[src/rtl/rr_stream_arbiter.sv]
// rtl/rr_stream_arbiter.sv - round-robin N:1 stream arbiter with one registered output stage
// Optional packet lock (grant held from first beat until in_last) enabled by `define ARB_PKT_LOCK_EN.
module rr_stream_arbiter #(
   parameter int DATA_WIDTH = 32,
   parameter int NUM_REQ    = 4,
   parameter int IDX_W      = $clog2(NUM_REQ)
) (
   input  logic                          clk,
   input  logic                          rst_n,
   input  logic [NUM_REQ-1:0]            in_valid,
   output logic [NUM_REQ-1:0]            in_ready,
   input  logic [NUM_REQ*DATA_WIDTH-1:0] in_data,
   input  logic [NUM_REQ-1:0]            in_last,
   output logic                          out_valid,
   input  logic                          out_ready,
   output logic [DATA_WIDTH-1:0]         out_data,
   output logic [IDX_W-1:0]              out_src,
   output logic                          out_last
);

   localparam logic [IDX_W-1:0] LAST_IDX = IDX_W'(NUM_REQ - 1);

   logic                 stage_rdy;
   logic                 grant_any;
   logic [IDX_W-1:0]     grant_idx;
   logic [NUM_REQ-1:0]   grant;
   logic                 accept;
   logic [IDX_W-1:0]     rr_ptr;
   logic [IDX_W-1:0]     next_ptr;
   int                   cand;

`ifdef ARB_PKT_LOCK_EN
   logic                 lock;
   logic [IDX_W-1:0]     lock_idx;
`endif

   // The stage can take a new beat when it is empty or its beat leaves this cycle.
   assign stage_rdy = ~out_valid | out_ready;

   // Rotating priority search; walking from farthest to nearest so the nearest valid wins.
   always_comb begin
      grant_any = 1'b0;
      grant_idx = '0;
      cand      = 0;
      for (int k = NUM_REQ - 1; k >= 0; k--) begin
         cand = int'(rr_ptr) + k;
         if (cand >= NUM_REQ) begin
            cand = cand - NUM_REQ;
         end
         if (in_valid[cand]) begin
            grant_any = 1'b1;
            grant_idx = cand[IDX_W-1:0];
         end
      end
`ifdef ARB_PKT_LOCK_EN
      // A packet in flight owns the stage, even across bubbles in its valid.
      if (lock) begin
         grant_any = 1'b1;
         grant_idx = lock_idx;
      end
`endif
   end

   // One-hot grant vector gated by stage readiness; nobody is ready during reset.
   always_comb begin
      grant = '0;
      if (grant_any) begin
         grant[grant_idx] = 1'b1;
      end
      in_ready = grant & {NUM_REQ{stage_rdy & rst_n}};
   end

   assign accept   = grant_any & in_valid[grant_idx] & stage_rdy;
   assign next_ptr = (grant_idx == LAST_IDX) ? '0 : grant_idx + IDX_W'(1);

   // Output register: load on accept, clear valid on drain, otherwise hold.
   always_ff @(posedge clk or negedge rst_n) begin
      if (!rst_n) begin
         out_valid <= 1'b0;
         out_data  <= '0;
         out_src   <= '0;
         out_last  <= 1'b0;
      end else if (accept) begin
         out_valid <= 1'b1;
         out_data  <= in_data[grant_idx*DATA_WIDTH +: DATA_WIDTH];
         out_src   <= grant_idx;
         out_last  <= in_last[grant_idx];
      end else if (out_ready) begin
         out_valid <= 1'b0;
      end
   end

   // Round-robin pointer moves just past the requester that was served.
   always_ff @(posedge clk or negedge rst_n) begin
      if (!rst_n) begin
         rr_ptr <= '0;
`ifdef ARB_PKT_LOCK_EN
      end else if (accept && in_last[grant_idx]) begin
`else
      end else if (accept) begin
`endif
         rr_ptr <= next_ptr;
      end
   end

`ifdef ARB_PKT_LOCK_EN
   // Lock engages on a non-final beat and releases when the final beat is taken.
   always_ff @(posedge clk or negedge rst_n) begin
      if (!rst_n) begin
         lock     <= 1'b0;
         lock_idx <= '0;
      end else if (accept) begin
         lock     <= ~in_last[grant_idx];
         lock_idx <= grant_idx;
      end
   end
`endif

endmodule

[config.mk]
export PLATFORM = sky130hd
export DESIGN_NAME = rr_stream_arbiter
export DESIGN_NICKNAME = d
export VERILOG_FILES = /design/src/rtl/rr_stream_arbiter.sv
export SDC_FILE = /design/constraint.sdc
export NUM_CORES = 1
export LEC_CHECK = 0
export CAP_MARGIN = 20
export CORE_MARGIN = 1.5
export CORE_UTILIZATION = 30
export DETAILED_ROUTE_END_ITERATION = 7
export PLACE_DENSITY = 0.72
export SYNTH_ARGS = -nofsm -noshare
export SYNTH_HDL_FRONTEND = slang
export SYNTH_SLANG_ARGS = --single-unit
[constraint.sdc]
create_clock -name clk -period 2.8 [get_ports clk]
set_input_delay 0.56 -clock clk [delete_from_list [all_inputs] [get_ports clk]]
set_output_delay 0.56 -clock clk [all_outputs]
set_load 0.02 [all_outputs]
==> summary.md <==
| Metric | Value |
|---|---|
| Outcome | `finished, final reports clean` |
| Core Area | `7650 sq um` |
| Avg WL per Cell | `15.0 um` |
| Placer congestion estimate | `just over 0.7` |
| H-tree levels | `2` |
| Final-report max-slew violation count | `0` |
| Top Ports | `~180` |
| Most frequent cells in the layout | `169 x clkdlybuf4s50_1, 66 x mux2i_1, 44 x nand2_1` |
| Most common cell after layout, fill and taps aside | `clkdlybuf4s50_1` |
| Seq/Total Area, Yosys | `0.405` |
| Max-cap violations | `0` |
| Dpl ws | `-0.454 ns` |
| Topmost layer with routed signal wires | `met4` |
| Worst-margin pin slew | `roughly 0.79 ns` |
| Final Hold Fails | `0` |
| Layout cells sized above 1 | `0.0741` |
| Leakage dissipation | `approximately 2 nW` |
| Synth warn | `0` |
| Hold Path Class | `input pin to asynchronous set/reset pin` |
| Post-synth top area cell | `dfrtp_1` |
| Vias | `around 2500` |
| Site row count | `32` |
| Clock Skew | `about 0.0042 ns` |
| Initial antenna violation count | `1` |
| Final min period | `between 2 and 3 ns` |
| Mapped Area | `around 2300 sq um` |
| Met1 wire length | `2.95 mm` |
| Global-route wire length before repair | `12.2 mm` |
| Top cell type's share of synthesized area | `0.405` |
| Num Clock Sinks | `38` |
| Initial Utilization | `0.307` |
| Design Area, Final | `about 4300 sq um` |
| Distinct cells, synth | `21` |
| Cells after Synth | `roughly 230` |
| Worst-skew pair later-pin latency | `0.28 ns` |
| DR vias/cell | `roughly 4.9` |
| TritonCTS clock tree | `yes` |
| GRT overflow | `0` |
| Maximum clock rate | `slightly below 400 MHz` |
| R2R cell count | `6` |
| Non-filler cells, final | `508` |
| Routed wire length on met3 | `between 400 and 500 um` |
| Largest net degree at the start of global routing | `68` |
| Num CTS Buffers | `5` |
| Final period utilization | `0.910` |
| TritonRoute pass-1 iters | `4` |
| Die area | `8360 sq um` |
| Final WL | `between 7 and 8 mm` |
| Die X | `roughly 90 um` |
| Power Density | `about 740 nW/um^2` |
| Total track usage | `0.185` |
| Max IR drop VDD | `0.394 mV` |
| Die Ht | `a little over 90 um` |
| Clock transition at the registers of the reported paths | `approximately 0.07 ns` |
| Unrepaired setup endpoints after global routing | `no` |
| ANT nets after route | `0` |
| Setup Buffers After CTS | `0` |
| Worst Slack Setup Final | `~0.25 ns` |
| Syn-to-layout area delta | `85.3%` |
| Crit path max fanout | `4` |
| Syn avg cell area | `10.4 sq um` |
| Met2 wire len | `4.03 mm` |
| Final Setup Violations | `0` |
| Critical Path Source Type | `input pin` |
| Largest cells by area after synthesis | `dfrtp_1 41%, mux2i_1 28%, o221ai_1 12%, nand2_1 7.0%, buf_2 2.1%` |
| Clk buf depth | `2` |
| Critical path endpoint category | `output pin` |
| Post-DP HPWL | `5.93 mm` |
| Critical path class | `input pin to output pin` |
| CTS root buf | `clkbuf_8` |
| Placed cells | `around 500` |
| Critical path arrival | `slightly below 2 ns` |
| Vias in the first global route | `2594` |
| Synthesized flop and latch total | `38` |
| Dpl cell area | `between 4000 and 5000 sq um` |
| PortBufs | `around 180` |
| Fin nets | `549` |
| Fill cells | `~700` |
| Setup TNS | `0 ns` |
| Post-detailed-route DRC marker count | `0` |
| Syn nets | `approximately 370` |
| Max-slew headroom | `0.474` |
| Iter 0 DRT Violations | `39` |
| Req. time, crit path | `around 2.2 ns` |
registers in the layout, indices dropped and copies added (netlist names):
| name | count |
|---|---|
| out_valid | 1 |
| rr_ptr | 2 |
| out_last | 1 |
| out_data | 32 |
| out_src | 2 |
path summary, 6_finish.rpt:
path	from	end	slack [ns]
max	in_valid[1]	in_ready[0]	0.25
min in group clk	out_src[0]$_DFFE_PN0P_	out_src[0]$_DFFE_PN0P_	0.48
min	rst_n	out_src[0]$_DFFE_PN0P_	0.42
min reg2reg	out_src[0]$_DFFE_PN0P_	out_src[0]$_DFFE_PN0P_	0.48
max reg2reg	rr_ptr[0]$_DFFE_PN0P_	out_data[22]$_DFFE_PN0P_	0.67
max in group asynchronous	rst_n	out_data[27]$_DFFE_PN0P_	2.04
per-layer routing:
metal  up-vias  global-route usage
li1       1205                   -
met1      1177               0.201
met2        91               0.348
met3         9              0.0503
met4         0              0.0495
met5         -                   0
power breakdown:
group / internal, mW / switching [mW]
combinational: 0.987 / 0.935
sequential: 0.781 / 0.131
clock: 0.190 / 0.176
total: 1.96 / 1.24
worst max-delay path, stage by stage:
cell,delay [ns]
dlygate4sd2_1,0.27
nand2b_1,0.19
a21oi_2,0.12
o32a_1,0.27
inv_2,0.07
ha_1,0.19
and3_1,0.16
buf_4,0.15
repair_timing:
item | in CTS | in global routing
endpoints found under the setup margin | 4 | 15
hold buffers | 0 | 0
gates resized for setup | 19 | 8
pin swaps | 1 | 1
cell type report:
class | count | area, sq um | share of cell area
antenna | 1 | 2.50 | 0.000575
clock buffer | 6 | 82.6 | 0.0190
inverter | 4 | 15.0 | 0.00345
multi-input combinational | 166 | 1300 | 0.299
sequential | 38 | 951 | 0.219
tap | 102 | 128 | 0.0293
timing repair buffer | 191 | 1870 | 0.430
synthesized netlist by cell type:
library cell,instances
o21ai_0,1
o221ai_1,33
mux2i_1,66
a21o_1,2
o32a_1,1
nor2b_1,2
and3_1,4
inv_1,3
a211o_1,1
inv_2,1
o31ai_1,1
nand2b_1,2
buf_6,2
dfrtp_1,38
clkbuf_1,6
buf_2,10
ha_1,4
a21oi_1,3
nor4_1,1
nor2_1,1
nand2_1,44
cell families (layout without fill, tap and decap cells):
kind of cell | Yosys count | after routing | synth area share
AO/OA/AOI/OAI | 42 | 42 | 0.149
adder cells (fa/ha/maj) | 4 | 4 | 0.0213
buffers and inverters | 22 | 201 | 0.0469
flip-flops | 38 | 38 | 0.405
multiplexers | 66 | 66 | 0.281
other | 0 | 1 | 0
AND/OR/NAND/NOR | 54 | 54 | 0.0959
stage by stage:
stage | hold slack [ns] | power (mW) | util
3_5_place_dp | 0.470 | 2.87 | 0.557
4_1_cts | 0.431 | 3.25 | 0.566
5_1_grt | 0.462 | 3.41 | 0.569
6_report | 0.421 | 3.20 | 0.569
3_3_place_gp | 0.461 | 2.84 | 0.557
2_1_floorplan | 0.264 | 2.00 | -
No activity file was read; power rests on OpenSTA's default activity.
